**src/rtl/spi_csr_initiator_pkg.sv**
```systemverilog
// Shared types and constants for the SPI-to-CSR initiator.
package spi_csr_initiator_pkg;

  typedef enum logic [2:0] {
    StIdle,
    StCmd,
    StData,
    StRdAcc,
    StWrAcc
  } state_e;

  // Position of the read/write flag in the command byte (1 = write).
  localparam int unsigned RW_BIT = 7;

  // Metastability flops ahead of any use of an SPI pin.
  localparam int unsigned SYNC_STAGES = 2;

endpackage

```
**src/rtl/spi_sync_edge.sv**
```systemverilog
// Synchronises one asynchronous pin into clk_i and flags its edges.
module spi_sync_edge
  import spi_csr_initiator_pkg::*;
#(
  parameter logic RESET_VAL = 1'b0
) (
  input  logic clk_i,
  input  logic rstn_n,
  input  logic d_i,
  output logic level_o,
  output logic rise_o,
  output logic fall_o
);

  logic [SYNC_STAGES-1:0] sync_q;
  logic                   hist_q;

  // Synchroniser chain plus one history flop for edge detection.
  always_ff @(posedge clk_i or negedge rstn_n) begin
    if (!rstn_n) begin
      sync_q <= {SYNC_STAGES{RESET_VAL}};
      hist_q <= RESET_VAL;
    end else begin
      sync_q <= {sync_q[SYNC_STAGES-2:0], d_i};
      hist_q <= sync_q[SYNC_STAGES-1];
    end
  end

  assign level_o = sync_q[SYNC_STAGES-1];
  assign rise_o  = level_o & ~hist_q;
  assign fall_o  = ~level_o & hist_q;

endmodule

```
**src/rtl/spi_csr_initiator.sv**
```systemverilog
// SPI mode-0 target that turns host frames into CSR reads/writes, with burst auto-increment.
module spi_csr_initiator
  import spi_csr_initiator_pkg::*;
#(
  parameter int unsigned ADDR_WIDTH    = 7,
  parameter int unsigned DATA_WIDTH    = 8,
  parameter int unsigned ACCESS_CYCLES = 4
) (
  input  logic                  clk_i,
  input  logic                  rstn_n,
  input  logic                  spi_sck_i,
  input  logic                  spi_cs_n_i,
  input  logic                  spi_mosi_i,
  output logic                  spi_miso_o,
  output logic                  spi_miso_oe_o,
  output logic [ADDR_WIDTH-1:0] addr_o,
  output logic [DATA_WIDTH-1:0] write_data_o,
  output logic                  write_en_o,
  output logic                  read_en_o,
  input  logic [DATA_WIDTH-1:0] read_data_i,
  output logic                  busy_o,
  output logic                  frame_err_o
);

  localparam int unsigned CntW = (ACCESS_CYCLES > 1) ? $clog2(ACCESS_CYCLES) : 1;

  logic sck_level_unused, sck_rise, sck_fall;
  logic cs_level, cs_rise, cs_fall;
  logic [SYNC_STAGES-1:0] mosi_q;
  logic mosi;

  spi_sync_edge #(.RESET_VAL(1'b0)) u_sync_sck (
    .clk_i   (clk_i),
    .rstn_n  (rstn_n),
    .d_i     (spi_sck_i),
    .level_o (sck_level_unused),
    .rise_o  (sck_rise),
    .fall_o  (sck_fall)
  );

  spi_sync_edge #(.RESET_VAL(1'b1)) u_sync_cs (
    .clk_i   (clk_i),
    .rstn_n  (rstn_n),
    .d_i     (spi_cs_n_i),
    .level_o (cs_level),
    .rise_o  (cs_rise),
    .fall_o  (cs_fall)
  );

  // MOSI only needs its level; it is aligned with the synchronised SCK level.
  always_ff @(posedge clk_i or negedge rstn_n) begin
    if (!rstn_n) mosi_q <= '0;
    else         mosi_q <= {mosi_q[SYNC_STAGES-2:0], spi_mosi_i};
  end
  assign mosi = mosi_q[SYNC_STAGES-1];

  // SCK activity while deselected is ignored.
  logic sck_rise_en, sck_fall_en;
  assign sck_rise_en = sck_rise & ~cs_level;
  assign sck_fall_en = sck_fall & ~cs_level;

  state_e                state_q, state_d;
  logic [2:0]            bit_cnt_q, bit_cnt_d;
  logic [DATA_WIDTH-1:0] rx_q, rx_d, tx_q, tx_d, wdata_q, wdata_d;
  logic [ADDR_WIDTH-1:0] addr_q, addr_d;
  logic [CntW-1:0]       acc_cnt_q, acc_cnt_d;
  logic                  rw_q, rw_d, abort_q, abort_d, err_q, err_d;
  logic [DATA_WIDTH-1:0] rx_shift;
  logic                  acc_last;

  assign rx_shift = {rx_q[DATA_WIDTH-2:0], mosi};
  assign acc_last = (acc_cnt_q == CntW'(ACCESS_CYCLES - 1));

  // Next-state logic: frame decode, shifting and strobe sequencing.
  always_comb begin
    state_d   = state_q;
    bit_cnt_d = bit_cnt_q;
    rx_d      = rx_q;
    tx_d      = tx_q;
    wdata_d   = wdata_q;
    addr_d    = addr_q;
    acc_cnt_d = acc_cnt_q;
    rw_d      = rw_q;
    abort_d   = abort_q;
    err_d     = 1'b0;
    unique case (state_q)
      StIdle: begin
        if (cs_fall) begin
          bit_cnt_d = 3'd0;
          tx_d      = '0;
          abort_d   = 1'b0;
          state_d   = StCmd;
        end
      end
      StCmd: begin
        if (cs_rise) begin
          err_d   = (bit_cnt_q != 3'd0);
          state_d = StIdle;
        end else if (sck_rise_en) begin
          rx_d      = rx_shift;
          bit_cnt_d = bit_cnt_q + 3'd1;
          if (bit_cnt_q == 3'd7) begin
            addr_d    = rx_shift[ADDR_WIDTH-1:0];
            rw_d      = rx_shift[RW_BIT];
            acc_cnt_d = '0;
            state_d   = rx_shift[RW_BIT] ? StData : StRdAcc;
          end
        end
      end
      StData: begin
        if (cs_rise) begin
          err_d   = (bit_cnt_q != 3'd0);
          state_d = StIdle;
        end else begin
          // The fall right after a byte boundary must not shift: the freshly
          // loaded MSB has not been sampled by the host yet.
          if (sck_fall_en && bit_cnt_q != 3'd0) begin
            tx_d = {tx_q[DATA_WIDTH-2:0], 1'b0};
          end
          if (sck_rise_en) begin
            rx_d      = rx_shift;
            bit_cnt_d = bit_cnt_q + 3'd1;
            if (bit_cnt_q == 3'd7) begin
              acc_cnt_d = '0;
              if (rw_q) begin
                wdata_d = rx_shift;
                state_d = StWrAcc;
              end else begin
                addr_d  = addr_q + ADDR_WIDTH'(1);
                state_d = StRdAcc;
              end
            end
          end
        end
      end
      StRdAcc: begin
        if (cs_rise) abort_d = 1'b1;
        acc_cnt_d = acc_cnt_q + CntW'(1);
        if (acc_last) begin
          tx_d      = read_data_i;
          acc_cnt_d = '0;
          state_d   = (abort_q || cs_rise) ? StIdle : StData;
        end
      end
      StWrAcc: begin
        if (cs_rise) abort_d = 1'b1;
        acc_cnt_d = acc_cnt_q + CntW'(1);
        if (acc_last) begin
          acc_cnt_d = '0;
          if (abort_q || cs_rise) begin
            state_d = StIdle;
          end else begin
            addr_d  = addr_q + ADDR_WIDTH'(1);
            state_d = StData;
          end
        end
      end
      default: state_d = StIdle;
    endcase
  end

  // State and datapath registers.
  always_ff @(posedge clk_i or negedge rstn_n) begin
    if (!rstn_n) begin
      state_q   <= StIdle;
      bit_cnt_q <= '0;
      rx_q      <= '0;
      tx_q      <= '0;
      wdata_q   <= '0;
      addr_q    <= '0;
      acc_cnt_q <= '0;
      rw_q      <= 1'b0;
      abort_q   <= 1'b0;
      err_q     <= 1'b0;
    end else begin
      state_q   <= state_d;
      bit_cnt_q <= bit_cnt_d;
      rx_q      <= rx_d;
      tx_q      <= tx_d;
      wdata_q   <= wdata_d;
      addr_q    <= addr_d;
      acc_cnt_q <= acc_cnt_d;
      rw_q      <= rw_d;
      abort_q   <= abort_d;
      err_q     <= err_d;
    end
  end

  assign addr_o        = addr_q;
  assign write_data_o  = wdata_q;
  assign write_en_o    = (state_q == StWrAcc);
  assign read_en_o     = (state_q == StRdAcc);
  assign busy_o        = (state_q != StIdle);
  assign frame_err_o   = err_q;
  assign spi_miso_oe_o = ~cs_level;
  assign spi_miso_o    = ~cs_level & tx_q[DATA_WIDTH-1];

endmodule

```
**config.mk**
```make
export PLATFORM = sky130hd
export DESIGN_NAME = spi_csr_initiator
export DESIGN_NICKNAME = d
export VERILOG_FILES = /design/src/rtl/spi_csr_initiator_pkg.sv /design/src/rtl/spi_sync_edge.sv /design/src/rtl/spi_csr_initiator.sv
export SDC_FILE = /design/constraint.sdc
export NUM_CORES = 1
export LEC_CHECK = 0
export ABC_AREA = 1
export BUFFER_PORTS_ARGS = -buffer_cell sky130_fd_sc_hd__clkbuf_2
export CORE_MARGIN = 10
export CORE_UTILIZATION = 56
export DETAILED_ROUTE_END_ITERATION = 10
export PLACE_DENSITY = 0.78
export SETUP_SLACK_MARGIN = 0.02
export SLEW_MARGIN = 20
export SYNTH_ARGS = -nofsm -noshare
export SYNTH_HDL_FRONTEND = slang
export SYNTH_SLANG_ARGS = --single-unit
export TNS_END_PERCENT = 10
```
**constraint.sdc**
```tcl
create_clock -name clk_i -period 1.9 [get_ports clk_i]
set_clock_uncertainty 0.2 [all_clocks]
set_input_delay 0.57 -clock clk_i [delete_from_list [all_inputs] [get_ports clk_i]]
set_output_delay 0.57 -clock clk_i [all_outputs]
set_load 0.01 [all_outputs]
```
==> results of run 1 <==
## state kept, by name, indices dropped and copies added, names as in the netlist
| signal | count |
|---|---|
| abort_q | 1 |
| state_q | 3 |
| rw_q | 1 |
| acc_cnt_q | 2 |
| u_sync_sck.hist_q | 1 |
| mosi_q | 2 |
| u_sync_sck.sync_q | 2 |
| frame_err_o | 1 |
| bit_cnt_q | 3 |
| write_data_o | 8 |
| addr_o | 7 |
| u_sync_cs.hist_q | 1 |
| rx_q | 7 |
| u_sync_cs.sync_q | 2 |
| tx_q | 8 |
## cell type report
| type | instances | area, sq um |
|---|---|---|
| clock buffer | 6 | 82.58 |
| multi-input combinational | 186 | 1092 |
| fill | 286 | 1071 |
| sequential | 49 | 1232 |
| timing repair buffer | 47 | 310.3 |
| tap | 50 | 62.56 |
| clock inverter | 2 | 37.54 |
| inverter | 34 | 140.1 |
## synthesized netlist by cell type, drive strengths merged
cell type	number	share of area, %
nand4	1	0.27
clkinv	1	0.16
nand3	18	4.8
nand2	95	16
clkbuf	1	0.16
buf	4	1.5
nor2	11	2.3
o21ai	37	9.3
a31oi	1	0.27
and3	1	0.27
a22oi	7	2.2
or2	1	0.27
dfrtp	46	49
ha	5	2.7
o21bai	1	0.32
a21oi	5	1.2
xor2	2	0.75
dfstp	3	3.4
inv	33	5.3
## worst paths after layout
kind                                      start                    to  slack (ps)  cells past startpoint
hold reg to reg            u_sync_sck.sync_q[0]  u_sync_sck.sync_q[1]         150                      0
max in group asynchronous                rstn_n   u_sync_cs.sync_q[0]        1160                      2
min in group clk_i                   spi_cs_n_i   u_sync_cs.sync_q[0]         150                      1
setup / recovery                     state_q[0]          bit_cnt_q[0]         -50                      8
hold / removal                           rstn_n               tx_q[7]          40                      2
setup reg to reg                     state_q[0]          bit_cnt_q[0]         -50                      8
## metrics by stage
stage | cell area [sq um] | power, mW | TNS [ps] | setup WS (ps)
after CTS | 2808 | 3.736 | 0 | 2.746
after floorplan | 2351 | 2.467 | 0 | 281.4
final | 2958 | 4.093 | -482.5 | -47.12
after global placement | 2581 | 2.746 | 0 | 190.0
after global routing | 2958 | 4.338 | -2282 | -131.7
after detailed placement | 2581 | 2.794 | 0 | 165.6
## power breakdown
| group | leakage [nW] | switching [mW] | internal, mW |
|---|---|---|---|
| Clock | 0.0574 | 0.350 | 0.428 |
| Sequential | 0.642 | 0.189 | 1.27 |
| Combinational | 0.775 | 1.16 | 0.700 |
| Total | 1.48 | 1.70 | 2.40 |
## metal layers
metal	routed length [um]	part of all wire, %	vias to the layer above
li1	-	-	982
met1	2435	43	978
met2	2776	49	101
met3	349	6.1	15
met4	118	2.1	0
met5	0	0	-
## cell families (layout without fill, tap and decap cells)
logic type / Yosys count / in the layout
compound gates: 51 / 51
xor+xnor: 2 / 2
fa+ha+maj: 5 / 5
buf+inv: 39 / 89
flops: 49 / 49
simple gates: 127 / 128
## timing repair
action / 4_1_cts / 5_1_grt
cloned: 0 / 1
resized for setup: 13 / 34
endpoints found under the setup margin: 4 / 40
pin swaps: 1 / 13
buffers inserted: 9 / 1
==> flow_summary.html, run 1 <==
<table>
<tr><th>Metric</th><th>Value</th></tr>
<tr><th colspan="2">Layout</th></tr>
<tr><td>Diode count</td><td>0</td></tr>
<tr><td>Commonest non-fill, non-tap cell in the layout</td><td>nand2_1</td></tr>
<tr><td>Core utilization of the finished layout</td><td>between 70% and 80%</td></tr>
<tr><td>Fraction of final layout cells sized beyond drive strength 1</td><td>around 32%</td></tr>
<tr><td>Post-layout instance count excluding filler cells</td><td>roughly 370</td></tr>
<tr><td>Area Overhead vs Synth</td><td>25.81%</td></tr>
<tr><td>Commonest cells after routing, fill and taps aside</td><td>81 x nand2_1, 44 x dfrtp_1, 31 x clkbuf_2, 27 x inv_1, 26 x o21ai_0</td></tr>
<tr><td>Nets</td><td>between 300 and 400</td></tr>
<tr><th colspan="2">STA</th></tr>
<tr><td>Total setup violations reported at the end of the flow</td><td>19</td></tr>
<tr><td>Rel. slew slack</td><td>between 60% and 70%</td></tr>
<tr><td>Setup repair after global routing missed its margin</td><td>true</td></tr>
<tr><td>Fmax</td><td>513.6 MHz</td></tr>
<tr><td>Final period util</td><td>102.5%</td></tr>
<tr><td>Worst Max-Slew Pin Slew</td><td>between 400 and 500 ps</td></tr>
<tr><td>Least setup slack across all paths after layout</td><td>-47.12 ps</td></tr>
<tr><td>Count of pins over their slew limit</td><td>0</td></tr>
<tr><td>Final critical-path required period</td><td>1947 ps</td></tr>
<tr><td>Number of hold violations in the final report</td><td>0</td></tr>
<tr><td>Worst Hold Slack</td><td>approximately 43 ps</td></tr>
<tr><th colspan="2">Global route</th></tr>
<tr><td>GRT Max-Usage Layer</td><td>met2</td></tr>
<tr><td>Total gr overflow</td><td>0</td></tr>
<tr><td>Largest net degree at the start of global routing</td><td>50</td></tr>
<tr><td>Antenna violations before repair</td><td>0</td></tr>
<tr><td>Total track usage</td><td>between 10 and 15%</td></tr>
<tr><td>GR Layer Usage met2</td><td>roughly a quarter</td></tr>
<tr><td>Routing usage on met3</td><td>~3.7%</td></tr>
<tr><td>Number of global-route vias before repair</td><td>roughly 2000</td></tr>
<tr><td>Global-route wire length before repair</td><td>around 8700 um</td></tr>
<tr><td>M1 GR Usage</td><td>about 17%</td></tr>
<tr><th colspan="2">Synthesis</th></tr>
<tr><td>Multiplexer area fraction after synthesis</td><td>0%</td></tr>
<tr><td>Post-synthesis register bit count</td><td>49</td></tr>
<tr><td>Share of synthesized cell area in full adder, half adder and majority cells</td><td>under 10%</td></tr>
<tr><td>Simple-Gate Fraction of Synth Area</td><td>23.79%</td></tr>
<tr><td>Count of synthesis-stage warnings from yosys</td><td>0</td></tr>
<tr><td>Largest family of logic cells by synthesized area</td><td>simple AND/OR/NAND/NOR gates</td></tr>
<tr><td>Post-synthesis area per instance</td><td>approximately 8.6 sq um</td></tr>
<tr><td>Gate count after technology mapping</td><td>273</td></tr>
<tr><td>Count of different cell masters after synthesis</td><td>30</td></tr>
<tr><td>Net count of the mapped netlist</td><td>291</td></tr>
<tr><td>Synthesized-area fraction occupied by ao, oa, aoi and oai cells</td><td>about an eighth</td></tr>
<tr><td>Xor and xnor fraction of the mapped netlist area</td><td>less than 1%</td></tr>
<tr><td>Area of the mapped netlist</td><td>2351 sq um</td></tr>
<tr><td>Portion of the post-synthesis area used by sequential elements</td><td>52.32%</td></tr>
<tr><th colspan="2">Pwr</th></tr>
<tr><td>Power density over cell area</td><td>1384 nW/um^2</td></tr>
<tr><td>Leakage power total</td><td>around 1.5 nW</td></tr>
<tr><td>Worst vdd ir</td><td>around 0.74 mV</td></tr>
<tr><th colspan="2">Worst setup path</th></tr>
<tr><td>Cell-by-cell trace of the critical path</td><td>buf_6 &gt; buf_4 &gt; inv_1 &gt; nand3_4 &gt; nand2_8 &gt; nand2_2 &gt; a21oi_1 &gt; o21ai_0</td></tr>
<tr><td>CP Data Required Time</td><td>~1900 ps</td></tr>
<tr><td>Maximum cell stage delay along the critical path</td><td>~470 ps</td></tr>
<tr><td>Maximum fanout encountered on the critical timing path</td><td>7</td></tr>
<tr><td>Launching element type of the critical path</td><td>flop</td></tr>
<tr><td>Worst Setup End Kind</td><td>flop</td></tr>
<tr><td>Critical path class</td><td>flop to flop</td></tr>
<tr><td>Arrival time of data at the critical path endpoint</td><td>roughly 1900 ps</td></tr>
<tr><td>Number of buffer and inverter stages on the critical path</td><td>3</td></tr>
<tr><td>Cell class contributing the biggest share of worst-path delay</td><td>flip-flops</td></tr>
<tr><td>Cell with the largest stage delay on the worst path</td><td>dfrtp_2</td></tr>
<tr><th colspan="2">Place</th></tr>
<tr><td>Placer's final routability congestion estimate</td><td>0.8831</td></tr>
<tr><td>Count of buffers from port buffering</td><td>33</td></tr>
<tr><td>Half-perimeter wire length of the detailed placement result</td><td>roughly 3500 um</td></tr>
<tr><td>Number of placed cells counting well taps</td><td>about 360</td></tr>
<tr><th colspan="2">CTS</th></tr>
<tr><td># H-tree levels</td><td>2</td></tr>
<tr><td>Maximum root-to-sink buffer count</td><td>2</td></tr>
<tr><td>Number of hold buffers added after CTS</td><td>0</td></tr>
<tr><td>Clock buffer count from CTS</td><td>5</td></tr>
<tr><td>Latest clock arrival within the worst-skew pair</td><td>approximately 300 ps</td></tr>
<tr><td>Buffer type at the clock tree root</td><td>clkbuf_8</td></tr>
<tr><td>Sinks on the clock net</td><td>between 40 and 50</td></tr>
<tr><td>Clock tree from TritonCTS</td><td>yes</td></tr>
<tr><td>Clock edge transition at the registers on the reported setup and hold paths</td><td>around 90 ps</td></tr>
<tr><th colspan="2">Drt</th></tr>
<tr><td>Routed vias/inst</td><td>roughly 5.6</td></tr>
<tr><td>First-pass iteration count of the detailed router</td><td>5</td></tr>
<tr><td>DRC violation total after the first TritonRoute iteration</td><td>between 150 and 200</td></tr>
<tr><td>Post-DRT Antenna Nets</td><td>0</td></tr>
<tr><td>Routed length per placed instance</td><td>roughly 15 um</td></tr>
<tr><td>DRC Markers</td><td>0</td></tr>
<tr><td>Vias</td><td>between 2000 and 2500</td></tr>
<tr><td>Total routed wirelength</td><td>5680 um</td></tr>
<tr><th colspan="2">Run</th></tr>
<tr><td>Maximum Capacitance Violations</td><td>0</td></tr>
<tr><th colspan="2">Floorplanning</th></tr>
<tr><td>Number of core rows</td><td>23</td></tr>
<tr><td>Effective utilization at floorplan</td><td>58.35%</td></tr>
<tr><td>Die area</td><td>just over 7000 sq um</td></tr>
<tr><td>Core area</td><td>4029 sq um</td></tr>
<tr><td>DIE WIDTH</td><td>84.80 um</td></tr>
<tr><td>Die extent in y</td><td>approximately 85 um</td></tr>
<tr><td>Top-Level Pins</td><td>34</td></tr>
<tr><th colspan="2">Run status</th></tr>
<tr><td>Violations in the final reports</td><td>negative setup slack</td></tr>
<tr><td>Result of the run</td><td>finished, violations left</td></tr>
<tr><th colspan="2">Worst hold path</th></tr>
<tr><td>Hold Crit Class</td><td>primary input to async pin</td></tr>
</table>
No activity file was read; power rests on OpenSTA's default activity.
==> run 2, diff against run 1 <==
CAP_MARGIN = 15   (was unset)
CORE_MARGIN = 2   (was 10)
==> run 2 against run 1 <==
Effect of this change: the run still ends with negative setup slack left; worst hold slack lost 7.9 ps; non-clock buffer count shrank 2; flip-flop and latch count is the same; highest routed layer unchanged; largest cell class unchanged.
==> flow_summary.html, run 2 (synthesized netlist as in run 1, its figures left out) <==
<table>
<tr><th>Metric</th><th>Value</th></tr>
<tr><th colspan="2">CTS</th></tr>
<tr><td>Buffer type at the clock tree root</td><td>clkbuf_8 (unchanged)</td></tr>
<tr><td>Latest clock arrival within the worst-skew pair</td><td>300 ps (about the same)</td></tr>
<tr><td>Sinks on the clock net</td><td>49 (unchanged)</td></tr>
<tr><td># H-tree levels</td><td>2 (unchanged)</td></tr>
<tr><td>Clock tree from TritonCTS</td><td>yes (unchanged)</td></tr>
<tr><td>Maximum root-to-sink buffer count</td><td>2 (unchanged)</td></tr>
<tr><td>Clock buffer count from CTS</td><td>5 (unchanged)</td></tr>
<tr><td>Clock edge transition at the registers on the reported setup and hold paths</td><td>90 ps (about the same)</td></tr>
<tr><th colspan="2">Worst setup path</th></tr>
<tr><td>Worst Setup End Kind</td><td>primary output (was flop)</td></tr>
<tr><td>Cell-by-cell trace of the critical path</td><td>buf_4 &gt; nand3_4 &gt; clkinv_2 &gt; clkbuf_2 (was buf_6 &gt; buf_4 &gt; inv_1 &gt; nand3_4 &gt; nand2_8 &gt; nand2_2 &gt; a21oi_1 &gt; o21ai_0)</td></tr>
<tr><td>Beginning of the worst register-to-register path</td><td>state_q[0] (unchanged)</td></tr>
<tr><td>Number of cells on the worst reg-to-reg path</td><td>11 (was 8)</td></tr>
<tr><td>Critical path class</td><td>flop to primary output (was flop to flop)</td></tr>
<tr><td>Internal reg-to-reg setup slack</td><td>30 ps (was -50 ps)</td></tr>
<tr><td>Maximum fanout encountered on the critical timing path</td><td>2 (was 7)</td></tr>
<tr><td>Launching element type of the critical path</td><td>flop (unchanged)</td></tr>
<tr><td>Arrival time of data at the critical path endpoint</td><td>1150 ps (was 1920 ps)</td></tr>
<tr><td>RR Endpoint</td><td>addr_o[1] (was bit_cnt_q[0])</td></tr>
<tr><td>CP Data Required Time</td><td>1130 ps (was 1870 ps)</td></tr>
<tr><td>Cell with the largest stage delay on the worst path</td><td>dfrtp_1 (was dfrtp_2)</td></tr>
<tr><td>Maximum cell stage delay along the critical path</td><td>430 ps (was 470 ps)</td></tr>
<tr><th colspan="2">Drt</th></tr>
<tr><td>Routed vias/inst</td><td>5.220 (was 5.551)</td></tr>
<tr><td>DRC Markers</td><td>0 (unchanged)</td></tr>
<tr><td>Routed length per placed instance</td><td>13.18 um (was 15.19 um)</td></tr>
<tr><td>Vias</td><td>1942 (was 2076)</td></tr>
<tr><td>DRC violation total after the first TritonRoute iteration</td><td>137 (was 186)</td></tr>
<tr><td>Post-DRT Antenna Nets</td><td>0 (unchanged)</td></tr>
<tr><td>First-pass iteration count of the detailed router</td><td>4 (was 5)</td></tr>
<tr><td>Total routed wirelength</td><td>4904 um (was 5680 um)</td></tr>
<tr><th colspan="2">Layout</th></tr>
<tr><td>Area Overhead vs Synth</td><td>22.78% (was 25.81%)</td></tr>
<tr><td>Register area</td><td>1231 sq um (was 1232 sq um)</td></tr>
<tr><td>Commonest cells after routing, fill and taps aside</td><td>82 x nand2_1, 45 x dfrtp_1, 32 x clkbuf_2, 28 x inv_1, 24 x o21ai_0 (was 81 x nand2_1, 44 x dfrtp_1, 31 x clkbuf_2, 27 x inv_1, 26 x o21ai_0)</td></tr>
<tr><td>Commonest non-fill, non-tap cell in the layout</td><td>nand2_1 (unchanged)</td></tr>
<tr><td>Core utilization of the finished layout</td><td>71.65% (was 73.42%)</td></tr>
<tr><td>Diode count</td><td>0 (unchanged)</td></tr>
<tr><td>Fill cells</td><td>310 (was 286)</td></tr>
<tr><td>Area occupied by multi-input gates</td><td>1047 sq um (was 1092 sq um)</td></tr>
<tr><td>Nets</td><td>339 (was 341)</td></tr>
<tr><td>Fraction of final layout cells sized beyond drive strength 1</td><td>31.37% (was 32.41%)</td></tr>
<tr><th colspan="2">Global route</th></tr>
<tr><td>Global-route wire length before repair</td><td>7624 um (was 8742 um)</td></tr>
<tr><td>Antenna violations before repair</td><td>0 (unchanged)</td></tr>
<tr><td>Total track usage</td><td>21.94% (was 14.14%)</td></tr>
<tr><td>Largest net degree at the start of global routing</td><td>50 (unchanged)</td></tr>
<tr><td>Total gr overflow</td><td>0 (unchanged)</td></tr>
<tr><td>Number of global-route vias before repair</td><td>1768 (was 1970)</td></tr>
<tr><th colspan="2">STA</th></tr>
<tr><td>Fmax</td><td>522.1 MHz (was 513.6 MHz)</td></tr>
<tr><td>Number of hold violations in the final report</td><td>0 (unchanged)</td></tr>
<tr><td>Least setup slack across all paths after layout</td><td>-15.24 ps (was -47.12 ps)</td></tr>
<tr><td>Worst Max-Slew Pin Slew</td><td>270.8 ps (was 490.3 ps)</td></tr>
<tr><td>Setup TNS Final</td><td>-15.24 ps (was -482.5 ps)</td></tr>
<tr><td>Final critical-path required period</td><td>1915 ps (was 1947 ps)</td></tr>
<tr><td>Rel. slew slack</td><td>81.95% (was 67.31%)</td></tr>
<tr><td>Setup repair after global routing missed its margin</td><td>true (unchanged)</td></tr>
<tr><td>Total setup violations reported at the end of the flow</td><td>1 (was 19)</td></tr>
<tr><td>Count of pins over their slew limit</td><td>0 (unchanged)</td></tr>
<tr><td>Worst Hold Slack</td><td>34.64 ps (was 42.56 ps)</td></tr>
<tr><td>Final period util</td><td>100.8% (was 102.5%)</td></tr>
<tr><th colspan="2">Run status</th></tr>
<tr><td>Result of the run</td><td>finished, violations left (unchanged)</td></tr>
<tr><td>Violations in the final reports</td><td>negative setup slack (unchanged)</td></tr>
<tr><th colspan="2">Floorplanning</th></tr>
<tr><td>Die extent in y</td><td>68.80 um (was 84.80 um)</td></tr>
<tr><td>Effective utilization at floorplan</td><td>58.35% (unchanged)</td></tr>
<tr><td>Die area</td><td>4733 sq um (was 7190 sq um)</td></tr>
<tr><td>Core area</td><td>4029 sq um (unchanged)</td></tr>
<tr><td>Number of core rows</td><td>23 (unchanged)</td></tr>
<tr><td>Top-Level Pins</td><td>34 (unchanged)</td></tr>
<tr><td>DIE WIDTH</td><td>68.80 um (was 84.80 um)</td></tr>
<tr><th colspan="2">Place</th></tr>
<tr><td>Placer's final routability congestion estimate</td><td>0.9628 (was 0.8831)</td></tr>
<tr><td>Half-perimeter wire length of the detailed placement result</td><td>3155 um (was 3525 um)</td></tr>
<tr><td>Count of buffers from port buffering</td><td>33 (unchanged)</td></tr>
<tr><th colspan="2">Pwr</th></tr>
<tr><td>Share of power burned in the clock network</td><td>21.8% (was 19.0%)</td></tr>
<tr><td>Power density over cell area</td><td>1387 nW/um^2 (was 1384 nW/um^2)</td></tr>
<tr><td>Pint</td><td>2.417 mW (was 2.398 mW)</td></tr>
<tr><td>Switching power</td><td>1.586 mW (was 1.695 mW)</td></tr>
<tr><td>Total power after layout</td><td>4.003 mW (was 4.093 mW)</td></tr>
<tr><td>Part of the total power dissipated in sequential elements</td><td>36.0% (was 35.6%)</td></tr>
<tr><td>Sw Share</td><td>39.61% (was 41.41%)</td></tr>
<tr><td>Combinational share of power</td><td>42.2% (was 45.4%)</td></tr>
<tr><td>Worst vdd ir</td><td>0.7409 mV (was 0.7434 mV)</td></tr>
<tr><td>Leakage power total</td><td>1.463 nW (was 1.475 nW)</td></tr>
<tr><th colspan="2">Run</th></tr>
<tr><td>Maximum Capacitance Violations</td><td>0 (unchanged)</td></tr>
<tr><th colspan="2">Worst hold path</th></tr>
<tr><td>Hold Crit Class</td><td>primary input to async pin (unchanged)</td></tr>
</table>
==> run 2: cell count changes in the layout (fill, tap and decap cells not counted), sizes merged <==
cell	before	now
clkinv	1	2
clkinvlp	1	0
buf	16	13
bufinv	1	2
==> run 2: critical path, delay by kind of cell (launching register included) <==
| kind | cells | cell delay, ps |
|---|---|---|
| AND/OR/NAND/NOR | 1 | 80 |
| flip-flops | 1 | 430 |
| buffers and inverters | 3 | 340 |
==> run 2: power by group through the flow <==
stage,clock (mW),sequential (mW),combinational [mW]
floorplan,0,1.44,1.02
global placement,0,1.45,1.27
detailed placement,0,1.46,1.31
CTS,0.877,1.44,1.46
global route,0.913,1.47,1.88
finish,0.872,1.44,1.69
==> run 2: area by class of cell <==
class	count	area share (%)
Clock buffer	5	2.384
Clock inverter	3	2.254
Inverter	34	4.638
Multi-Input combinational cell	186	36.28
Sequential cell	49	42.65
Tap cell	50	2.167
Timing Repair Buffer	45	9.623
==> run 2: how the worst max path moves through the flow <==
stage                                    from      endpoint  cells after the start
after floorplan                  bit_cnt_q[0]    state_q[2]                      7
after CTS                          state_q[1]     read_en_o                      4
after detailed placement  u_sync_cs.sync_q[1]     addr_o[1]                     10
after global routing               state_q[0]  bit_cnt_q[0]                      8
after global placement    u_sync_cs.sync_q[1]     addr_o[1]                     10
final                              state_q[0]     read_en_o                      4
==> run 2: what timing repair did <==
item                                    in CTS  in global routing
endpoints found under the setup margin       4                 33
gates cloned                                 0                  1
hold buffers                                 0                  0
resized for setup                           13                 19
setup buffers                                6                  3
pin swaps                                    1                  6
==> run 2: per-layer routing <==
layer  vias up  GRT usage (%)  share of wire (%)
met5         -              0                  0
met4         0          7.598                1.7
met3         7          4.545                4.2
met2        45          35.22                 48
met1       921          29.70                 46
li1        969              -                  -
==> run 2: metrics by stage <==
| step | cells | setup slack (ps) | cell area (sq um) |
|---|---|---|---|
| 6_report | 372 | -15.24 | 2887 |
| 2_1_floorplan | 273 | 281.4 | 2351 |
| 4_1_cts | 368 | -10.79 | 2791 |
| 3_5_place_dp | 354 | 175.7 | 2574 |
| 5_1_grt | 372 | -80.77 | 2887 |
| 3_3_place_gp | 354 | 184.3 | 2574 |
==> run 3, diff against run 2 <==
ABC_AREA = unset   (was 1)
CORE_UTILIZATION = 57   (was 56)
PLACE_DENSITY = 0.79   (was 0.78)
==> run 3 against run 2 <==
Effect of this change: the flow still finishes with violations (negative setup slack); utilization is 7.6 points higher; worst setup slack worse by 280 ps; total power is 15% higher; die area is 4.9% higher; sequential share of layout area is 6.4 points lower; highest routed layer unchanged; via count is 9.1% higher; cell count is 5.4% lower; flip-flop and latch count stayed put; clock power is 13% lower; worst hold slack better by 7.7 ps.
==> flow_summary.html, run 3 <==
<table>
<tr><th>Metric</th><th>Value</th></tr>
<tr><th colspan="2">Run status</th></tr>
<tr><td>Result of the run</td><td>finished, violations left (unchanged)</td></tr>
<tr><td>Violations in the final reports</td><td>negative setup slack (unchanged)</td></tr>
<tr><th colspan="2">Layout</th></tr>
<tr><td>Core utilization of the finished layout</td><td>79.28% (was 71.65%)</td></tr>
<tr><td>Fill cells</td><td>248 (was 310)</td></tr>
<tr><td>Nets</td><td>317 (was 339)</td></tr>
<tr><td>Register area</td><td>1234 sq um (was 1231 sq um)</td></tr>
<tr><td>Area Overhead vs Synth</td><td>35.24% (was 22.78%)</td></tr>
<tr><td>Commonest cells after routing, fill and taps aside</td><td>43 x dfrtp_1, 40 x buf_4, 32 x clkbuf_2, 17 x mux2_2, 12 x buf_6 (was 82 x nand2_1, 45 x dfrtp_1, 32 x clkbuf_2, 28 x inv_1, 24 x o21ai_0)</td></tr>
<tr><td>Fraction of final layout cells sized beyond drive strength 1</td><td>53.00% (was 31.37%)</td></tr>
<tr><td>Area occupied by multi-input gates</td><td>1360 sq um (was 1047 sq um)</td></tr>
<tr><td>Diode count</td><td>0 (unchanged)</td></tr>
<tr><td>Commonest non-fill, non-tap cell in the layout</td><td>dfrtp_1 (was nand2_1)</td></tr>
<tr><th colspan="2">Floorplanning</th></tr>
<tr><td>Effective utilization at floorplan</td><td>58.62% (was 58.35%)</td></tr>
<tr><td>Top-Level Pins</td><td>34 (unchanged)</td></tr>
<tr><td>Die extent in y</td><td>70.46 um (was 68.80 um)</td></tr>
<tr><td>Die area</td><td>4964 sq um (was 4733 sq um)</td></tr>
<tr><td>Number of core rows</td><td>24 (was 23)</td></tr>
<tr><td>Core area</td><td>4294 sq um (was 4029 sq um)</td></tr>
<tr><td>DIE WIDTH</td><td>70.46 um (was 68.80 um)</td></tr>
<tr><th colspan="2">Drt</th></tr>
<tr><td>Post-DRT Antenna Nets</td><td>0 (unchanged)</td></tr>
<tr><td>First-pass iteration count of the detailed router</td><td>4 (unchanged)</td></tr>
<tr><td>DRC Markers</td><td>0 (unchanged)</td></tr>
<tr><td>Routed length per placed instance</td><td>19.91 um (was 13.18 um)</td></tr>
<tr><td>Vias</td><td>2119 (was 1942)</td></tr>
<tr><td>Routed vias/inst</td><td>6.020 (was 5.220)</td></tr>
<tr><td>Total routed wirelength</td><td>7007 um (was 4904 um)</td></tr>
<tr><td>DRC violation total after the first TritonRoute iteration</td><td>156 (was 137)</td></tr>
<tr><th colspan="2">Worst setup path</th></tr>
<tr><td>CP Data Required Time</td><td>1130 ps (about the same)</td></tr>
<tr><td>Maximum fanout encountered on the critical timing path</td><td>7 (was 2)</td></tr>
<tr><td>Worst Setup End Kind</td><td>primary output (unchanged)</td></tr>
<tr><td>Critical path class</td><td>flop to primary output (unchanged)</td></tr>
<tr><td>Launching element type of the critical path</td><td>flop (unchanged)</td></tr>
<tr><td>Arrival time of data at the critical path endpoint</td><td>1430 ps (was 1150 ps)</td></tr>
<tr><td>Number of cells on the worst reg-to-reg path</td><td>6 (was 11)</td></tr>
<tr><th colspan="2">Synthesis</th></tr>
<tr><td>Portion of the post-synthesis area used by sequential elements</td><td>48.86% (was 52.32%)</td></tr>
<tr><td>Commonest register cell after synthesis</td><td>dfrtp_1 (unchanged)</td></tr>
<tr><td>Yosys top cell by area</td><td>dfrtp_1 (unchanged)</td></tr>
<tr><td>Most repeated cell in the gate-level netlist after synthesis</td><td>dfrtp_1 (was nand2_1)</td></tr>
<tr><td>Number of synthesized flops with an enable pin</td><td>0 (unchanged)</td></tr>
<tr><td>Post-synthesis register bit count</td><td>49 (unchanged)</td></tr>
<tr><td>Share of async-settable or async-resettable flops after synthesis</td><td>100.0% (unchanged)</td></tr>
<tr><td>Area of the mapped netlist</td><td>2517 sq um (was 2351 sq um)</td></tr>
<tr><td>Cell types with the highest counts after synthesis</td><td>46 x dfrtp_1, 17 x mux2_2, 11 x mux2i_1, 11 x nand2_1, 11 x nor2_1 (was 88 x nand2_1, 46 x dfrtp_1, 31 x inv_1)</td></tr>
<tr><td>Post-synthesis area per instance</td><td>11.60 sq um (was 8.612 sq um)</td></tr>
<tr><td>Gate count after technology mapping</td><td>217 (was 273)</td></tr>
<tr><td>Synth top area share</td><td>45.73% (was 48.96%)</td></tr>
<tr><td>Leading cell types by total area after synthesis</td><td>dfrtp_1 46%, mux2_2 7.6%, mux2_4 4.8% (was dfrtp_1 49%, nand2_1 14%, o21ai_0 5.7%)</td></tr>
<tr><td>Count of synthesis-stage warnings from yosys</td><td>0 (unchanged)</td></tr>
<tr><td>Count of different cell masters after synthesis</td><td>55 (was 30)</td></tr>
<tr><td>Net count of the mapped netlist</td><td>235 (was 291)</td></tr>
<tr><th colspan="2">Pwr</th></tr>
<tr><td>Total power after layout</td><td>4.609 mW (was 4.003 mW)</td></tr>
<tr><td>Worst vdd ir</td><td>0.6658 mV (was 0.7409 mV)</td></tr>
<tr><td>Leakage power total</td><td>1.668 nW (was 1.463 nW)</td></tr>
<tr><td>Power density over cell area</td><td>1354 nW/um^2 (was 1387 nW/um^2)</td></tr>
<tr><th colspan="2">CTS</th></tr>
<tr><td>Clock buffer count from CTS</td><td>5 (unchanged)</td></tr>
<tr><td># H-tree levels</td><td>2 (unchanged)</td></tr>
<tr><td>Clock tree from TritonCTS</td><td>yes (unchanged)</td></tr>
<tr><td>Clock edge transition at the registers on the reported setup and hold paths</td><td>90 ps (about the same)</td></tr>
<tr><td>Maximum root-to-sink buffer count</td><td>2 (unchanged)</td></tr>
<tr><td>Latest clock arrival within the worst-skew pair</td><td>310 ps (was 300 ps)</td></tr>
<tr><td>Buffer type at the clock tree root</td><td>clkbuf_8 (unchanged)</td></tr>
<tr><td>Sinks on the clock net</td><td>49 (unchanged)</td></tr>
<tr><th colspan="2">STA</th></tr>
<tr><td>Total setup violations reported at the end of the flow</td><td>30 (was 1)</td></tr>
<tr><td>Least setup slack across all paths after layout</td><td>-297.1 ps (was -15.24 ps)</td></tr>
<tr><td>Rel. slew slack</td><td>65.55% (was 81.95%)</td></tr>
<tr><td>Fmax</td><td>455.1 MHz (was 522.1 MHz)</td></tr>
<tr><td>Final period util</td><td>115.6% (was 100.8%)</td></tr>
<tr><td>Number of hold violations in the final report</td><td>0 (unchanged)</td></tr>
<tr><td>Setup repair after global routing missed its margin</td><td>true (unchanged)</td></tr>
<tr><td>Count of pins over their slew limit</td><td>0 (unchanged)</td></tr>
<tr><td>Final critical-path required period</td><td>2197 ps (was 1915 ps)</td></tr>
<tr><td>Worst Max-Slew Pin Slew</td><td>516.7 ps (was 270.8 ps)</td></tr>
<tr><th colspan="2">Place</th></tr>
<tr><td>Post-Place Setup Slack</td><td>-318.8 ps (was 175.7 ps)</td></tr>
<tr><td>Placer's final routability congestion estimate</td><td>0.9500 (was 0.9628)</td></tr>
<tr><td>Count of buffers from port buffering</td><td>33 (unchanged)</td></tr>
<tr><td>Half-perimeter wire length of the detailed placement result</td><td>4006 um (was 3155 um)</td></tr>
<tr><th colspan="2">Global route</th></tr>
<tr><td>Total gr overflow</td><td>0 (unchanged)</td></tr>
<tr><td>Total track usage</td><td>30.51% (was 21.94%)</td></tr>
<tr><td>Global-route wire length before repair</td><td>11390 um (was 7624 um)</td></tr>
<tr><td>Largest net degree at the start of global routing</td><td>27 (was 50)</td></tr>
<tr><td>Antenna violations before repair</td><td>0 (unchanged)</td></tr>
<tr><td>Number of global-route vias before repair</td><td>2296 (was 1768)</td></tr>
<tr><th colspan="2">Run</th></tr>
<tr><td>Maximum Capacitance Violations</td><td>0 (unchanged)</td></tr>
<tr><th colspan="2">Worst hold path</th></tr>
<tr><td>Hold Crit Class</td><td>primary input to async pin (unchanged)</td></tr>
</table>
## run 3: changes by cell type in the layout (fill, tap and decap cells not counted), moves of 12 or more
cell / previous run / this run
mux2_2: 0 / 17
o21ai_0: 24 / 6
buf_4: 10 / 40
nand2_1: 82 / 11
inv_1: 28 / 7
nand2_2: 12 / 0
## run 3: report_power, final
group	total, mW	internal (mW)	switching, mW
Combinational	2.34	1.18	1.16
Clock	0.762	0.395	0.367
Sequential	1.51	1.28	0.227
Total	4.61	2.86	1.75
## run 3: cells by family (layout without fill, tap and decap cells)
family | count (synthesis) | after routing | share of synthesized area (%)
DFF | 49 | 49 | 48.86
xor gates and xnor gates | 4 | 4 | 1.690
AOI/OAI and AO/OA | 39 | 39 | 11.18
adders and majority gates | 5 | 5 | 2.485
and+or+nand+nor | 64 | 64 | 14.66
muxes | 37 | 37 | 17.20
buffers and inverters | 19 | 102 | 3.926
## run 3: worst max-delay path: stages, from the launching register on
cell and delay (ps):
dfrtp_2 450, buf_6 150, or3_4 370, clkbuf_2 140
## run 3: final timing paths
| check | start | endpoint | slack [ps] |
|---|---|---|---|
| setup / recovery | state_q[1] | busy_o | -300 |
| hold / removal | rstn_n | addr_o[2] | 40 |
| setup reg to reg | bit_cnt_q[0] | write_data_o[3] | -280 |
| hold reg to reg | u_sync_sck.sync_q[0] | u_sync_sck.sync_q[1] | 150 |
| max in group asynchronous | rstn_n | u_sync_cs.hist_q | 1170 |
| min in group clk_i | spi_cs_n_i | u_sync_cs.sync_q[0] | 130 |
## run 3: routing by layer
layer | track usage, % | part of all wire, % | vias up
met4 | 15.81 | 4.3 | 0
met1 | 37.87 | 40 | 1055
met5 | 0 | 0 | -
met2 | 49.79 | 49 | 83
li1 | - | - | 954
met3 | 6.782 | 6.1 | 27
## run 3: area by class of cell
type | count | area share (%)
well taps | 52 | 1.911
inverters | 10 | 1.103
multi-input cells | 149 | 39.95
flip-flops and latches | 49 | 36.24
clock inverters | 3 | 1.286
clock buffers | 5 | 2.021
repair buffers | 84 | 17.49
## run 3: per-stage QoR
step / hold slack [ps] / cells / cell area, sq um / TNS (ps)
global route: 62.55 / 352 / 3405 / -7488
CTS: 51.11 / 351 / 3327 / -4093
detailed placement: 136.4 / 331 / 2972 / -4128
finish: 42.33 / 352 / 3405 / -5543
floorplan: 74.41 / 217 / 2517 / -1838
global placement: 134.5 / 331 / 2972 / -2698
## run 3: timing repair
item	in CTS	in global routing
cloned	1	0
setup endpoints to repair	35	40
pin swaps	6	2
hold buffers	0	0
resized for setup	35	14
setup buffers	11	1
